[src/rtl/alu_arbiter_if.sv]
// -----------------------------------------------------------------------------
// alu_arbiter_if
// Bundles the signals that connect the ALU arbiter to its two requesters, to
// the shared single-cycle ALU, and to the response consumer.
//
//   req0_* / req1_*  : operation handshakes (valid/ready + control, a, b)
//   alu_*            : registered ALU inputs and the ALU's result/zero flag
//   rsp_*            : response handshake carrying id, result, zero, err
//
// Modports:
//   slave  - the arbiter's view (consumes requests, drives the ALU inputs and
//            the response)
//   master - the environment's view (requesters, ALU and response consumer)
// -----------------------------------------------------------------------------
interface alu_arbiter_if #(
    parameter int WIDTH  = 32,
    parameter int CTRL_W = 4
);
    // Requester 0
    logic              req0_valid;
    logic              req0_ready;
    logic [CTRL_W-1:0] req0_control;
    logic [WIDTH-1:0]  req0_a;
    logic [WIDTH-1:0]  req0_b;

    // Requester 1
    logic              req1_valid;
    logic              req1_ready;
    logic [CTRL_W-1:0] req1_control;
    logic [WIDTH-1:0]  req1_a;
    logic [WIDTH-1:0]  req1_b;

    // Shared ALU
    logic [CTRL_W-1:0] alu_control;
    logic [WIDTH-1:0]  alu_a;
    logic [WIDTH-1:0]  alu_b;
    logic [WIDTH-1:0]  alu_result;
    logic              alu_zero;

    // Response
    logic              rsp_valid;
    logic              rsp_ready;
    logic              rsp_id;
    logic [WIDTH-1:0]  rsp_result;
    logic              rsp_zero;
    logic              rsp_err;

    modport slave (
        input  req0_valid, req0_control, req0_a, req0_b,
        output req0_ready,
        input  req1_valid, req1_control, req1_a, req1_b,
        output req1_ready,
        output alu_control, alu_a, alu_b,
        input  alu_result, alu_zero,
        output rsp_valid, rsp_id, rsp_result, rsp_zero, rsp_err,
        input  rsp_ready
    );

    modport master (
        output req0_valid, req0_control, req0_a, req0_b,
        input  req0_ready,
        output req1_valid, req1_control, req1_a, req1_b,
        input  req1_ready,
        input  alu_control, alu_a, alu_b,
        output alu_result, alu_zero,
        input  rsp_valid, rsp_id, rsp_result, rsp_zero, rsp_err,
        output rsp_ready
    );
endinterface

[src/rtl/alu_arbiter.sv]
// -----------------------------------------------------------------------------
// alu_arbiter
// Shares one single-cycle ALU between two requesters with round-robin
// arbitration. A granted operation is registered onto the ALU inputs, the
// ALU output is captured one cycle later, and the result is returned with the
// requester id through a response handshake. One operation is in flight at a
// time (IDLE -> EXEC -> RESP), so peak throughput is one op per 3 cycles.
//
// Ports:
//   clock  - rising-edge clock
//   reset  - asynchronous, active-high reset
//   bus    - alu_arbiter_if.slave: request handshakes, ALU inputs/outputs,
//            response handshake
// -----------------------------------------------------------------------------
module alu_arbiter #(
    parameter int WIDTH  = 32,
    parameter int CTRL_W = 4
) (
    input  logic         clock,
    input  logic         reset,
    alu_arbiter_if.slave bus
);

    typedef enum logic [1:0] {
        IDLE = 2'd0,
        EXEC = 2'd1,
        RESP = 2'd2
    } state_t;

    state_t            state_q,       state_d;
    logic              last_grant_q,  last_grant_d;
    logic              id_q,          id_d;
    logic [CTRL_W-1:0] alu_control_q, alu_control_d;
    logic [WIDTH-1:0]  alu_a_q,       alu_a_d;
    logic [WIDTH-1:0]  alu_b_q,       alu_b_d;
    logic              rsp_id_q,      rsp_id_d;
    logic [WIDTH-1:0]  rsp_result_q,  rsp_result_d;
    logic              rsp_zero_q,    rsp_zero_d;
    logic              rsp_err_q,     rsp_err_d;

    logic              grant_sel;
    logic              accept_ok;
    logic              req0_ready;
    logic              req1_ready;

    // Op codes the ALU implements: AND, OR, ADD, SUB, SLT, NOR.
    function automatic logic op_supported(input logic [CTRL_W-1:0] code);
        logic ok;
        ok = 1'b0;
        case (code)
            CTRL_W'(4'b0000): ok = 1'b1;
            CTRL_W'(4'b0001): ok = 1'b1;
            CTRL_W'(4'b0010): ok = 1'b1;
            CTRL_W'(4'b0110): ok = 1'b1;
            CTRL_W'(4'b0111): ok = 1'b1;
            CTRL_W'(4'b1100): ok = 1'b1;
            default:          ok = 1'b0;
        endcase
        return ok;
    endfunction

    // Round-robin pick: a lone requester wins outright; on contention the
    // requester not served last time wins.
    always_comb begin
        grant_sel = 1'b0;
        if (bus.req0_valid && bus.req1_valid) begin
            grant_sel = ~last_grant_q;
        end else if (bus.req1_valid) begin
            grant_sel = 1'b1;
        end
    end

    // Readies are gated by reset as well so that both drop the instant reset
    // is asserted, even though the state register already reads IDLE.
    assign accept_ok  = (state_q == IDLE) && !reset;
    assign req0_ready = accept_ok && bus.req0_valid && (grant_sel == 1'b0);
    assign req1_ready = accept_ok && bus.req1_valid && (grant_sel == 1'b1);

    always_comb begin
        state_d       = state_q;
        last_grant_d  = last_grant_q;
        id_d          = id_q;
        alu_control_d = alu_control_q;
        alu_a_d       = alu_a_q;
        alu_b_d       = alu_b_q;
        rsp_id_d      = rsp_id_q;
        rsp_result_d  = rsp_result_q;
        rsp_zero_d    = rsp_zero_q;
        rsp_err_d     = rsp_err_q;

        case (state_q)
            IDLE: begin
                if (req0_ready || req1_ready) begin
                    if (grant_sel) begin
                        alu_control_d = bus.req1_control;
                        alu_a_d       = bus.req1_a;
                        alu_b_d       = bus.req1_b;
                    end else begin
                        alu_control_d = bus.req0_control;
                        alu_a_d       = bus.req0_a;
                        alu_b_d       = bus.req0_b;
                    end
                    id_d         = grant_sel;
                    last_grant_d = grant_sel;
                    state_d      = EXEC;
                end
            end

            EXEC: begin
                // An unsupported code returns a clean zero rather than
                // whatever the ALU happens to drive for it.
                rsp_id_d = id_q;
                if (op_supported(alu_control_q)) begin
                    rsp_result_d = bus.alu_result;
                    rsp_zero_d   = bus.alu_zero;
                    rsp_err_d    = 1'b0;
                end else begin
                    rsp_result_d = '0;
                    rsp_zero_d   = 1'b0;
                    rsp_err_d    = 1'b1;
                end
                state_d = RESP;
            end

            RESP: begin
                if (bus.rsp_ready) begin
                    state_d = IDLE;
                end
            end

            default: begin
                state_d = IDLE;
            end
        endcase
    end

    // last_grant resets to 1 so requester 0 wins the first contention.
    always_ff @(posedge clock or posedge reset) begin
        if (reset) begin
            state_q       <= IDLE;
            last_grant_q  <= 1'b1;
            id_q          <= 1'b0;
            alu_control_q <= '0;
            alu_a_q       <= '0;
            alu_b_q       <= '0;
            rsp_id_q      <= 1'b0;
            rsp_result_q  <= '0;
            rsp_zero_q    <= 1'b0;
            rsp_err_q     <= 1'b0;
        end else begin
            state_q       <= state_d;
            last_grant_q  <= last_grant_d;
            id_q          <= id_d;
            alu_control_q <= alu_control_d;
            alu_a_q       <= alu_a_d;
            alu_b_q       <= alu_b_d;
            rsp_id_q      <= rsp_id_d;
            rsp_result_q  <= rsp_result_d;
            rsp_zero_q    <= rsp_zero_d;
            rsp_err_q     <= rsp_err_d;
        end
    end

    assign bus.req0_ready  = req0_ready;
    assign bus.req1_ready  = req1_ready;
    assign bus.alu_control = alu_control_q;
    assign bus.alu_a       = alu_a_q;
    assign bus.alu_b       = alu_b_q;
    // Pure decode of the state register: no path from rsp_ready.
    assign bus.rsp_valid   = (state_q == RESP);
    assign bus.rsp_id      = rsp_id_q;
    assign bus.rsp_result  = rsp_result_q;
    assign bus.rsp_zero    = rsp_zero_q;
    assign bus.rsp_err     = rsp_err_q;

endmodule

[src/flat_wrapper.sv]
// flat-port wrapper written by rule: the top's interface ports become plain ports
module alu_arbiter_flat 
#(
    parameter int WIDTH  = 32,
    parameter int CTRL_W = 4
)
  (clock, reset, bus_req0_valid, bus_req0_control, bus_req0_a, bus_req0_b, bus_req0_ready, bus_req1_valid, bus_req1_control, bus_req1_a, bus_req1_b, bus_req1_ready, bus_alu_control, bus_alu_a, bus_alu_b, bus_alu_result, bus_alu_zero, bus_rsp_valid, bus_rsp_id, bus_rsp_result, bus_rsp_zero, bus_rsp_err, bus_rsp_ready);
  alu_arbiter_if #(.WIDTH(WIDTH), .CTRL_W(CTRL_W)) bus_i ();
  input  logic clock;
  input  logic reset;
  input wire logic [$bits(bus_i.req0_valid)-1:0] bus_req0_valid;
  input wire logic [$bits(bus_i.req0_control)-1:0] bus_req0_control;
  input wire logic [$bits(bus_i.req0_a)-1:0] bus_req0_a;
  input wire logic [$bits(bus_i.req0_b)-1:0] bus_req0_b;
  output wire logic [$bits(bus_i.req0_ready)-1:0] bus_req0_ready;
  input wire logic [$bits(bus_i.req1_valid)-1:0] bus_req1_valid;
  input wire logic [$bits(bus_i.req1_control)-1:0] bus_req1_control;
  input wire logic [$bits(bus_i.req1_a)-1:0] bus_req1_a;
  input wire logic [$bits(bus_i.req1_b)-1:0] bus_req1_b;
  output wire logic [$bits(bus_i.req1_ready)-1:0] bus_req1_ready;
  output wire logic [$bits(bus_i.alu_control)-1:0] bus_alu_control;
  output wire logic [$bits(bus_i.alu_a)-1:0] bus_alu_a;
  output wire logic [$bits(bus_i.alu_b)-1:0] bus_alu_b;
  input wire logic [$bits(bus_i.alu_result)-1:0] bus_alu_result;
  input wire logic [$bits(bus_i.alu_zero)-1:0] bus_alu_zero;
  output wire logic [$bits(bus_i.rsp_valid)-1:0] bus_rsp_valid;
  output wire logic [$bits(bus_i.rsp_id)-1:0] bus_rsp_id;
  output wire logic [$bits(bus_i.rsp_result)-1:0] bus_rsp_result;
  output wire logic [$bits(bus_i.rsp_zero)-1:0] bus_rsp_zero;
  output wire logic [$bits(bus_i.rsp_err)-1:0] bus_rsp_err;
  input wire logic [$bits(bus_i.rsp_ready)-1:0] bus_rsp_ready;
  assign bus_i.req0_valid = bus_req0_valid;
  assign bus_i.req0_control = bus_req0_control;
  assign bus_i.req0_a = bus_req0_a;
  assign bus_i.req0_b = bus_req0_b;
  assign bus_req0_ready = bus_i.req0_ready;
  assign bus_i.req1_valid = bus_req1_valid;
  assign bus_i.req1_control = bus_req1_control;
  assign bus_i.req1_a = bus_req1_a;
  assign bus_i.req1_b = bus_req1_b;
  assign bus_req1_ready = bus_i.req1_ready;
  assign bus_alu_control = bus_i.alu_control;
  assign bus_alu_a = bus_i.alu_a;
  assign bus_alu_b = bus_i.alu_b;
  assign bus_i.alu_result = bus_alu_result;
  assign bus_i.alu_zero = bus_alu_zero;
  assign bus_rsp_valid = bus_i.rsp_valid;
  assign bus_rsp_id = bus_i.rsp_id;
  assign bus_rsp_result = bus_i.rsp_result;
  assign bus_rsp_zero = bus_i.rsp_zero;
  assign bus_rsp_err = bus_i.rsp_err;
  assign bus_i.rsp_ready = bus_rsp_ready;
  alu_arbiter #(.WIDTH(WIDTH), .CTRL_W(CTRL_W)) u_core (.clock(clock), .reset(reset), .bus(bus_i));
endmodule
[config.mk]
export PLATFORM = sky130hd
export DESIGN_NAME = alu_arbiter_flat
export DESIGN_NICKNAME = d
export VERILOG_FILES = /design/src/rtl/alu_arbiter_if.sv /design/src/rtl/alu_arbiter.sv /design/src/flat_wrapper.sv
export SDC_FILE = /design/constraint.sdc
export NUM_CORES = 1
export LEC_CHECK = 0
export BUFFER_PORTS_ARGS = -buffer_cell sky130_fd_sc_hd__buf_2
export CAP_MARGIN = 5
export CORE_MARGIN = 3
export CORE_UTILIZATION = 41
export DETAILED_ROUTE_END_ITERATION = 10
export GPL_TIMING_DRIVEN = 0
export MAX_ROUTING_LAYER = met4
export PLACE_DENSITY = 0.78
export SLEW_MARGIN = 20
export SYNTH_ARGS = -nofsm -noshare
export SYNTH_HDL_FRONTEND = slang
export SYNTH_SLANG_ARGS = --single-unit
[constraint.sdc]
create_clock -name clock -period 2.9 [get_ports clock]
set_input_delay 0.29 -clock clock [delete_from_list [all_inputs] [get_ports clock]]
set_output_delay 0.29 -clock clock [all_outputs]
set_load 0.03 [all_outputs]
======== Yosys cells after proc, flatten, opt, wreduce, memory -nomap -nowiden ========
Index checks and enable logic that the tools add are counted.
operators by class
  equality and inequality tests ........... 9
  muxes and demuxes ....................... 13
  bitwise operators ....................... 2
  reduce and logical (&&, ||, !) cells .... 13
operators with widths
  cell                number
  $mux 32             3
  $eq 4x3->1 const B  2
  $logic_and 1x1->1   6
  $mux 1              6
  $pmux 2 s3          1
  $reduce_or 6->1     1
  $eq 4x1->1 const B  1
  $eq 4x2->1 const B  1
  $eq 4x4->1 const B  1
  $logic_not 4->1     1
  $mux 2              2
  $mux 4              1
  $reduce_and 2->1    2
  $eq 2x1->1 const B  1
  $eq 2x2->1 const B  1
  $logic_not 2->1     1
  $ne 2x1->1 const B  1
  $ne 2x2->1 const B  1
  $not 1->1           2
  $logic_not 1->1     1
  $logic_or 1x1->1    1
storage, ports and cells
  register bits after elaboration ......... 107
  input bits .............................. 174
  output and inout port bits .............. 106
  word-level logic and storage cells ...... 47

======== Depth between registers and ports, before layout ========
Gate-level depths: netlist (run 1).
  depth in word-level cells ............... 7
  mapped depth ............................ 5
  mapped depth without buffers ............ 3

======== Least setup slack after synthesis (run 1) ========
OpenSTA, ideal clock, no wires.
  path type ............................... reg2reg
  start ................................... register u_core.state_q[1]
  end ..................................... register u_core.alu_a_q[30], in the netlist u_core.bus.alu_a[30]
  arrival time ............................ 1410 ps
  slack ................................... 1365 ps
  stages on the path, launching flop included .. 6
  cell sequence ........................... dfrtp_1 nor3_4 o21a_2 buf_8 buf_8 mux2_2
on the way
  cells in the longest elaborated chain, start to end .. 6
ends and longest elaborated chain
  what                                                      RTL line                              RTL
  from (decl)                                               alu_arbiter.sv:30                     state_t state_q, state_d;
  from (signal assigned)                                    alu_arbiter.sv:151                    state_q <= state_d;
  $logic_not 2->1 *                                         alu_arbiter.sv:75, alu_arbiter.sv:91
  $logic_and 1x1->1                                         alu_arbiter.sv:75                     assign accept_ok = (state_q == IDLE) && !reset;
  $logic_and 1x1->1, on equally long branches (2 in a row)  alu_arbiter.sv:76, alu_arbiter.sv:77
  $logic_or 1x1->1                                          alu_arbiter.sv:93                     if (req0_ready || req1_ready) begin
  $reduce_and 2->1 (no source line) *                       -
  to (signal assigned)                                      alu_arbiter.sv:155                    alu_a_q <= alu_a_d;
  to (decl)                                                 alu_arbiter.sv:34                     logic [WIDTH-1:0] alu_a_q, alu_a_d;
Mark *: on every way between the ends. The rest lies on a longest branch, timed or not.
A chain may end at the register's enable or synchronous reset.

======== Worst setup path in the final report (run 1) ========
  start ................................... register u_core.last_grant_q
  end ..................................... output bus_req1_ready
on the way
  cells in the longest elaborated chain, start to end .. 3
ends and longest elaborated chain
  what                    RTL line            RTL
  from (decl)             alu_arbiter.sv:31   logic last_grant_q, last_grant_d;
  from (signal assigned)  alu_arbiter.sv:152  last_grant_q <= last_grant_d;
  $not 1->1               alu_arbiter.sv:67   grant_sel = ~last_grant_q;
  $mux 1                  alu_arbiter.sv:66   if (bus.req0_valid && bus.req1_valid) begin
  $logic_and 1x1->1       alu_arbiter.sv:77   assign req1_ready = accept_ok && bus.req1_valid && (grant_sel == 1'b1);
  to (decl)               flat_wrapper.sv:20  output wire logic [$bits(bus_i.req1_ready)-1:0] bus_req1_ready;
No other way between the ends.

==> results of run 1 <==
-- worst max-delay path, delay by kind of cell, from the launching register on --
kind            cells  cell delay, ps
buf+inv             2             460
compound gates      1             380
simple gates        1             160
flops               1             390
-- registers in the layout (all words and copies together) (netlist names), 2 cells and up --
signal / count
u_core.bus.alu_control: 4
u_core.state_q: 2
u_core.bus.alu_a: 32
u_core.bus.alu_b: 32
u_core.bus.rsp_result: 32
-- placed cells by master (no fill, tap or decap), types with 2 or more instances in the layout --
| cell | n |
|---|---|
| bufinv_16 | 2 |
| o21ai_0 | 25 |
| inv_1 | 3 |
| o21ai_1 | 10 |
| clkbuf_8 | 2 |
| clkbuf_16 | 9 |
| nand2_1 | 68 |
| buf_12 | 6 |
| mux2_4 | 100 |
| mux2_1 | 7 |
| mux2i_1 | 2 |
| buf_2 | 284 |
| clkbuf_1 | 5 |
| mux2_2 | 28 |
| nand2b_1 | 3 |
| buf_8 | 4 |
| dfrtp_1 | 106 |
| buf_6 | 7 |
-- logic make-up (layout without fill, tap and decap cells) --
kind of cell	Yosys count	after routing	share of synthesized area [%]
AOI/OAI and AO/OA	41	41	4.303
buffers and inverters	30	328	5.200
DFF	107	107	49.26
muxes	137	137	35.23
and+or+nand+nor	77	77	6.006
-- synthesized netlist by cell type --
cell type,count,share of area [%]
o21a_2,1,0.16
mux2_4,100,28
a31oi_2,1,0.23
nor3_4,1,0.30
mux2_2,28,5.8
o21ai_1,10,0.92
nand3b_1,1,0.14
dfrtp_1,106,49
inv_1,4,0.28
a21oi_1,1,0.092
nand2_1,68,4.7
clkbuf_1,5,0.35
o21bai_1,1,0.14
mux2i_1,2,0.37
buf_2,5,0.46
o21ai_0,25,2.3
nor2b_1,1,0.12
clkbuf_2,1,0.092
nor2_1,1,0.069
and4bb_2,1,0.23
a31oi_1,1,0.12
and2_1,1,0.12
buf_8,4,1.1
a21boi_4,1,0.35
buf_12,4,1.5
mux2_1,7,1.4
nand2b_1,3,0.35
dfstp_2,1,0.48
buf_6,7,1.4
-- layer usage --
layer  vias up  wire length [um]
li1       1935                 -
met1      1995              5591
met2       171              7406
met3        23               880
met4         0               247
met5         -                 0
-- worst max-delay path by stage --
| stage | slack, ps | startpoint | cells after the start | to |
|---|---|---|---|---|
| final | 890 | u_core.last_grant_q | 4 | bus_req1_ready |
| after global routing | 770 | u_core.last_grant_q | 4 | bus_req1_ready |
| after CTS | 830 | u_core.last_grant_q | 4 | bus_req1_ready |
| after detailed placement | 1040 | bus_req0_valid | 5 | u_core.bus.alu_a[4] |
| after global placement | 680 | reset | 2 | u_core.bus.alu_b[26] |
| after floorplan | 1320 | reset | 1 | u_core.bus.alu_a[0] |
-- power groups by stage --
stage / Combinational [mW] / Clock [mW] / Sequential [mW]
3_3_place_gp: 3.89 / 0 / 2.55
6_report: 3.95 / 1.33 / 2.57
5_1_grt: 4.19 / 1.44 / 2.66
3_5_place_dp: 3.98 / 0 / 2.60
4_1_cts: 4.00 / 1.37 / 2.58
2_1_floorplan: 1.46 / 0 / 3.90
-- final cells by class --
cell class,instances,area [um2],area share (%)
flip-flops and latches,107,2679,35.92
multi-input cells,255,2476,33.20
repair buffers,283,1474,19.77
plain buffers,26,267.8,3.591
clock buffers,11,252.7,3.389
well taps,172,215.2,2.886
clock inverters,4,73.82,0.9899
inverters,4,18.77,0.2517
-- through the flow --
| stage | total power [mW] | area (um2) | utilization (%) | std cells |
|---|---|---|---|---|
| 2_1_floorplan | 5.360 | 5441 | - | 392 |
| 3_3_place_gp | 6.439 | 7053 | 55.22 | 843 |
| 3_5_place_dp | 6.581 | 7121 | 55.74 | 846 |
| 4_1_cts | 7.946 | 7457 | 58.38 | 862 |
| 5_1_grt | 8.285 | 7457 | 58.38 | 862 |
| 6_report | 7.861 | 7457 | 58.38 | 862 |
==> reports/results.txt, run 1 <==
DRC violation total after the first TritonRoute iteration: 176
vias in the first global route: 4,378
slew of the pin with the lowest slew margin: 418.4 ps
master cell of the clock root buffer: clkbuf_16
Fillers: 1,039
via count: 4,124
Worst setup SP type: flop
die area: 14,680 um2
Seq/Total Area, Yosys: 49.26%
part of the power in the clock network: 17.0%
crit share post-route: 69.26%
setup slack of the most critical reg-to-reg path: 1130 ps
category of the most critical setup path: flop to output port
worst hold path startpoint: bus_rsp_ready
CTS tree: yes
clk_lat worst skew: 340 ps
final critical-path required period: 2008 ps
area growth from synthesis to layout: 37.14%
switching part of the total power: 42.43%
unrepaired setup endpoints after global routing: no
worst ir drop on vdd: 503.4 uV
Worst Path Required: 2610 ps
final-layout setup total negative slack: 0 ps
result of the run: finished, final reports clean
worst r2r dst: u_core.bus.alu_a[4]
count of instances resized after the clock tree is built: 0
critical path, cell by cell: a21boi_4 -> buf_6 -> and2_1 -> buf_2
reported max-cap violation count: 0
number of CTS-inserted buffers: 9
type of the most critical hold path: primary input to flop
initial antenna violation count: 0
post-synthesis net count: 566
Critical R2R Launch: u_core.last_grant_q
first-pass iteration count of the detailed router: 6
Longest Clk Path Bufs: 2
final setup slack of the worst path: 891.6 ps
IO Port Bufs: 279
Crit path arrival time: 1720 ps
Worst slew margin: 72.04%
number of warnings issued by yosys: 0
average vias per placed instance: 4.784
drt wl/cell: 16.39 um
fmax: 0.4979 GHz
power density normalized to cell area: 1054 nW/um2
syn avg cell area: 13.87 um2
Leak: 3.871 nW
Worst Reg-to-Reg Cells: 4
number of setup buffers added after CTS: 0
nature of the critical path endpoint: output port
weighted congestion reported at the end of routability-driven placement: 0.8044
first-pass GRT wire length: 21,960 um
met2 Resource Use GR: 34.07%
register bit count reported by yosys: 107
Setup Slack @ Placement: 1044 ps
worst hold slack: 161.4 ps
Layout Nets: 860
Hold Path Sink: u_core.state_q[1]
pin count of the biggest net entering global routing: 37
depth of the CTS H-tree: 3
gr busiest metal: met2
Detailed Route WL: 14,130 um
critical path peak fanout: 10
number of endpoints with negative hold slack in the final report: 0
Final Setup Violations: 0
overall die height: 121.2 um
cell type of the slowest stage on the worst timing path: dfstp_2
share of power burned in registers: 32.7%
CTS clk-pin slew, worst paths: 70 ps
clock sink count: 107
cell internal power dissipation: 4.525 mW
horizontal die dimension: 121.2 um
cells after synthesis: 392
number of standard-cell rows in the floorplan: 41
switching power of the nets: 3.336 mW
global-route met3 utilization: 3.869%
clk_skew: 8.090 ps
Congestion Overflow GR: 0
Comb power frac: 50.3%
distinct cell type count of the synthesized netlist: 29
share of post-route cells with drive strength above 1: 65.65%
max-slew violation count: 0
cell area after technology mapping: 5438 um2
Top-Level Pins: 280
GRT met1 Usage: 23.10%
hold buffers post-CTS: 1
count of antenna diodes in the layout: 0
sum of net half-perimeters after detailed placement: 11,100 um
number of nets with antenna violations after routing: 0
Core Box Area: 12,770 um2
Worst Hold Depth: 2
all-layer global routing usage: 19.54%
Largest stage delay, worst path: 390 ps
effective utilization at floorplan: 42.57%
post-detailed-route DRC marker count: 0
(Power assumes the default switching activity.)
==> run 2: changes to the inputs <==
==> constraint.sdc (replaced) <==
create_clock -name clock -period 1.7 [get_ports clock]
set_input_delay 0.17 -clock clock [delete_from_list [all_inputs] [get_ports clock]]
set_output_delay 0.17 -clock clock [all_outputs]
set_load 0.03 [all_outputs]
==> run 2 against run 1 <==
Critical path depth increased by 1. Final cell count grew 0.23%. Hold slack got worse by 110 ps. Critical endpoint is now u_core.bus.alu_b[11].
==> reports/results.txt, run 2 (same netlist as run 1, synthesis figures left out) <==
via count: 4,164
average vias per placed instance: 4.819
multi-input gate area in the final layout: 2485 um2
crit share post-route: 96.57%
Worst Path Required: 1920 ps
post-detailed-route DRC marker count: 0
area growth from synthesis to layout: 38.15%
number of CTS-inserted buffers: 9
slew of the pin with the lowest slew margin: 414.6 ps
met3 wire length: 895 um
critical path peak fanout: 10
DP Area: 7121 um2
number of cells after detailed placement: 846
Congestion Overflow GR: 0
CTS tree: yes
weighted congestion reported at the end of routability-driven placement: 0.8044
max-slew violation count: 0
power density normalized to cell area: 1794 nW/um2
nature of the critical path endpoint: flop
horizontal die dimension: 121.2 um
initial antenna violation count: 0
Final Setup Violations: 0
depth of the CTS H-tree: 3
sum of net half-perimeters after detailed placement: 11,100 um
clk_lat worst skew: 340 ps
Top-Level Pins: 280
reported max-cap violation count: 0
Crit path arrival time: 1860 ps
all-layer global routing usage: 19.55%
Core Box Area: 12,770 um2
register area: 2679 um2
overall power after layout: 13.48 mW
Detailed Route WL: 14,130 um
Worst setup SP type: flop
type of the most critical hold path: primary input to flop
Longest Clk Path Bufs: 2
Met1 Wirelength: 5569 um
share of post-route cells with drive strength above 1: 66.04%
Layout Nets: 862
most common cell after layout, fill and taps aside: buf_2
Leak: 3.896 nW
fmax: 0.6091 GHz
number of nets with antenna violations after routing: 0
Detail Route met2 WL: 7394 um
first-pass GRT wire length: 21,980 um
number of endpoints with negative hold slack in the final report: 0
effective utilization at floorplan: 42.57%
number of standard cells in the layout, taps in and fillers out: 864
uppermost layer routed: met4
die area: 14,680 um2
clock sink count: 107
drt wl/cell: 16.35 um
Worst slew margin: 72.36%
final critical-path required period: 1642 ps
most frequent cells in the layout: 283 x buf_2, 106 x dfrtp_1, 100 x mux2_4
Fillers: 1,034
DRC violation total after the first TritonRoute iteration: 178
first-pass iteration count of the detailed router: 6
number of standard-cell rows in the floorplan: 41
Design Area, Final: 7512 um2
IO Port Bufs: 279
CTS clk-pin slew, worst paths: 70 ps
clk_skew: 7.721 ps
result of the run: finished, final reports clean
master cell of the clock root buffer: clkbuf_16
vias in the first global route: 4,398
overall die height: 121.2 um
unrepaired setup endpoints after global routing: no
pin count of the biggest net entering global routing: 37
worst ir drop on vdd: 858.7 uV
category of the most critical setup path: flop to flop
count of antenna diodes in the layout: 0
==> run 2: changes by cell type in the layout (fill, tap and decap cells not counted), sizes merged <==
cell	delta
buf	+2
==> run 2: repair_timing <==
item	4_1_cts	5_1_grt
buffers inserted	2	0
hold buffers	1	0
hold endpoints to repair	11	0
resized for setup	1	12
setup endpoints to repair	69	73
pin swaps	1	1
==> run 2: report_power, final <==
part           internal (mW)  leakage [nW]  switching, mW
combinational           2.69          2.43           4.13
clock                   1.36         0.162          0.906
sequential              3.72          1.30          0.664
==> run 2: per-stage QoR <==
step	setup TNS [ps]	util, %	worst slack [ps]	hold WS, ps
CTS	0	58.54	18.31	31.15
global placement	-42940	55.22	-402.0	368.3
global route	0	58.81	1.028	38.32
finish	0	58.81	58.32	46.54
detailed placement	-1881	55.74	-97.02	208.8
floorplan	0	-	165.4	232.9
==> run 2: final timing paths <==
check                      slack [ps]  cells past startpoint                 startpoint                   endpoint
max in group asynchronous         560                      5                      reset       u_core.bus.alu_b[21]
min reg2reg                       480                      2  u_core.bus.rsp_result[30]  u_core.bus.rsp_result[30]
min in group asynchronous         450                      3                      reset                u_core.id_q
min                                50                      2              bus_rsp_ready          u_core.state_q[1]
max reg2reg                        60                      5        u_core.last_grant_q       u_core.bus.alu_b[11]
max                                60                      5        u_core.last_grant_q       u_core.bus.alu_b[11]
==> run 2: layout make-up <==
class | count | area share (%)
plain buffers | 26 | 3.897
clock buffers | 11 | 3.364
clock inverters | 4 | 0.9827
inverters | 4 | 0.2498
multi-input cells | 255 | 33.08
flip-flops and latches | 107 | 35.66
well taps | 172 | 2.865
repair buffers | 285 | 19.90
==> run 2: routing by layer <==
layer	global-route usage, %	up-vias
met4	5.742	0
met5	-	-
li1	-	1940
met2	34.07	181
met1	23.07	2018
met3	3.823	25
==> run 2: worst max-delay path: stages (launching register included) <==
cell and delay [ps]:
dfstp_2 560, a21boi_4 70, buf_4 160, buf_8 160, mux2_4 320, mux2_4 260
==> run 3: changes to the inputs <==
--- a/config.mk
+++ b/config.mk
@@ -12,7 +12,7 @@
 export DETAILED_ROUTE_END_ITERATION = 10
 export GPL_TIMING_DRIVEN = 0
 export MAX_ROUTING_LAYER = met4
-export PLACE_DENSITY = 0.78
+export PLACE_DENSITY = 0.76
 export SLEW_MARGIN = 20
 export SYNTH_ARGS = -nofsm -noshare
 export SYNTH_HDL_FRONTEND = slang
==> run 3 against run 2 <==
Largest cell class unchanged. Critical endpoint is now u_core.bus.alu_b[17]. Register-to-register slack worse by 20 ps. First-iteration DRC count is 0.56% lower. Non-clock buffer count is 6 higher. Highest routed layer unchanged. Critical path type unchanged. Total power is 0.47% lower. Clock skew is 1.8 ps lower.
==> reports/results.txt, run 3 (same netlist as run 1, synthesis figures left out) <==
Largest stage delay, worst path: 570 ps
overall die height: 121.2 um
Fillers: 1,021
category of the most critical setup path: flop to flop
Crit path arrival time: 1890 ps
pin count of the biggest net entering global routing: 37
Worst Path Required: 1930 ps
cell type group with the largest total delay on the critical path: multiplexers
Critical R2R Launch: u_core.last_grant_q
effective utilization at floorplan: 42.57%
Worst Reg-to-Reg Cells: 5
gr busiest metal: met2
unrepaired setup endpoints after global routing: yes
cell type of the slowest stage on the worst timing path: dfstp_2
Setup Slack @ Placement: -118.4 ps
global-route met3 utilization: 3.263%
multi-input gate area in the final layout: 2569 um2
number of endpoints with negative hold slack in the final report: 0
worst ir drop on vdd: 809.6 uV
post-detailed-route DRC marker count: 0
clk_skew: 5.948 ps
master cell of the clock root buffer: clkbuf_16
fmax: 0.6015 GHz
reported max-cap violation count: 0
horizontal die dimension: 121.2 um
weighted congestion reported at the end of routability-driven placement: 0.7659
number of buffer and inverter instances along the worst setup path: 2
Post-Route Utilization: 59.83%
Longest Clk Path Bufs: 2
Top-Level Pins: 280
result of the run: finished, final reports clean
most frequent cells in the layout: 282 x buf_2, 123 x mux2_4, 106 x dfrtp_1
critical path depth in cells: 5
drt wl/cell: 16.15 um
CTS tree: yes
Worst setup SP type: flop
crit share post-route: 97.80%
critical path launch point: u_core.last_grant_q
met2 Resource Use GR: 32.68%
cell repeated most along the worst path: mux2_4
final setup slack of the worst path: 37.44 ps
Detailed Route WL: 14,070 um
count of antenna diodes in the layout: 0
nature of the critical path endpoint: flop
Design Area, Final: 7642 um2
destination of the critical timing path: u_core.bus.alu_b[17]
number of cells after detailed placement: 846
average vias per placed instance: 4.757
sum of net half-perimeters after detailed placement: 10,730 um
GRT met1 Usage: 22.27%
max-slew violation count: 0
number of standard cells in the layout, taps in and fillers out: 871
type of the most critical hold path: primary input to flop
vias in the first global route: 4,258
DRC violation total after the first TritonRoute iteration: 177
slew of the pin with the lowest slew margin: 416.2 ps
critical path peak fanout: 10
Worst slew margin: 72.19%
CTS clk-pin slew, worst paths: 70 ps
final critical-path required period: 1663 ps
depth of the CTS H-tree: 3
via count: 4,143
all-layer global routing usage: 18.85%
Core Box Area: 12,770 um2
first-pass iteration count of the detailed router: 4
power density normalized to cell area: 1755 nW/um2
register area: 2679 um2
Congestion Overflow GR: 0
IO Port Bufs: 279
first-pass GRT wire length: 21,170 um
most common cell after layout, fill and taps aside: buf_2
die area: 14,680 um2
Final Setup Violations: 0
Leak: 4.002 nW
number of nets with antenna violations after routing: 0
DP Area: 7113 um2
Layout Nets: 868
area growth from synthesis to layout: 40.54%
worst r2r dst: u_core.bus.alu_b[17]
number of standard-cell rows in the floorplan: 41
setup slack of the most critical reg-to-reg path: 40 ps
critical path, cell by cell: a21boi_4 -> buf_4 -> buf_6 -> mux2_4 -> mux2_4
number of CTS-inserted buffers: 9
share of post-route cells with drive strength above 1: 66.38%
initial antenna violation count: 0
clock sink count: 107
clk_lat worst skew: 340 ps
[run 3: cell types whose count changed in the layout (fill, tap and decap cells not counted), sizes merged]
| cell | previous run | this run |
|---|---|---|
| bufinv | 2 | 0 |
| clkbuf | 17 | 18 |
| clkinv | 2 | 4 |
| inv | 3 | 5 |
| buf | 304 | 307 |
| clkinvlp | 1 | 2 |
[run 3: worst min path at each step]
stage | startpoint | to | slack, ps | depth (start not counted)
3_3_place_gp | bus_rsp_ready | u_core.state_q[1] | 370 | 2
3_5_place_dp | reset | u_core.bus.rsp_result[29] | 220 | 2
5_1_grt | bus_rsp_ready | u_core.state_q[1] | 20 | 2
6_report | bus_rsp_ready | u_core.state_q[1] | 20 | 2
4_1_cts | bus_rsp_ready | u_core.state_q[1] | 10 | 2
2_1_floorplan | bus_req0_valid | u_core.last_grant_q | 230 | 1
[run 3: worst register-to-register path, cell delays in order (launching register included)]
cell	delay [ps]
dfstp_2	570
a21boi_4	70
buf_4	160
buf_6	160
mux2_4	320
mux2_4	260
[run 3: metal layers]
metal	vias up	part of all wire (%)
met5	-	0
met4	0	1.7
met3	17	6.7
met2	182	51
met1	1989	41
li1	1955	-
[run 3: what timing repair did]
item / in CTS / in global routing
hold buffers: 1 / 0
pin swaps: 2 / 1
gates cloned: 0 / 3
endpoints found under the setup margin: 69 / 89
setup buffers: 2 / 3
endpoints found under the hold margin: 14 / 0
resized for setup: 0 / 38
[run 3: area by class of cell]
type,instances,area share (%)
flip-flops and latches,107,35.05
repair buffers,291,20.73
well taps,172,2.816
plain buffers,26,3.913
multi-input cells,255,33.61
clock inverters,7,0.6876
clock buffers,9,2.947
inverters,4,0.2456
[run 3: power by group]
part           leakage, nW  total, mW  switching (mW)  internal [mW]
sequential            1.30       4.41           0.687           3.72
combinational         2.56       7.04            4.14           2.90
clock                0.136       1.96           0.959           1.00
total                 4.00       13.4            5.79           7.63
[run 3: per-stage QoR]
stage               total power, mW  hold slack (ps)  TNS, ps
floorplan                     9.144            232.9        0
CTS                           13.23            14.37        0
detailed placement            11.20            219.4    -3497
global route                  14.14            21.23    -1335
global placement              11.00            368.9   -46570
finish                        13.41            21.50        0
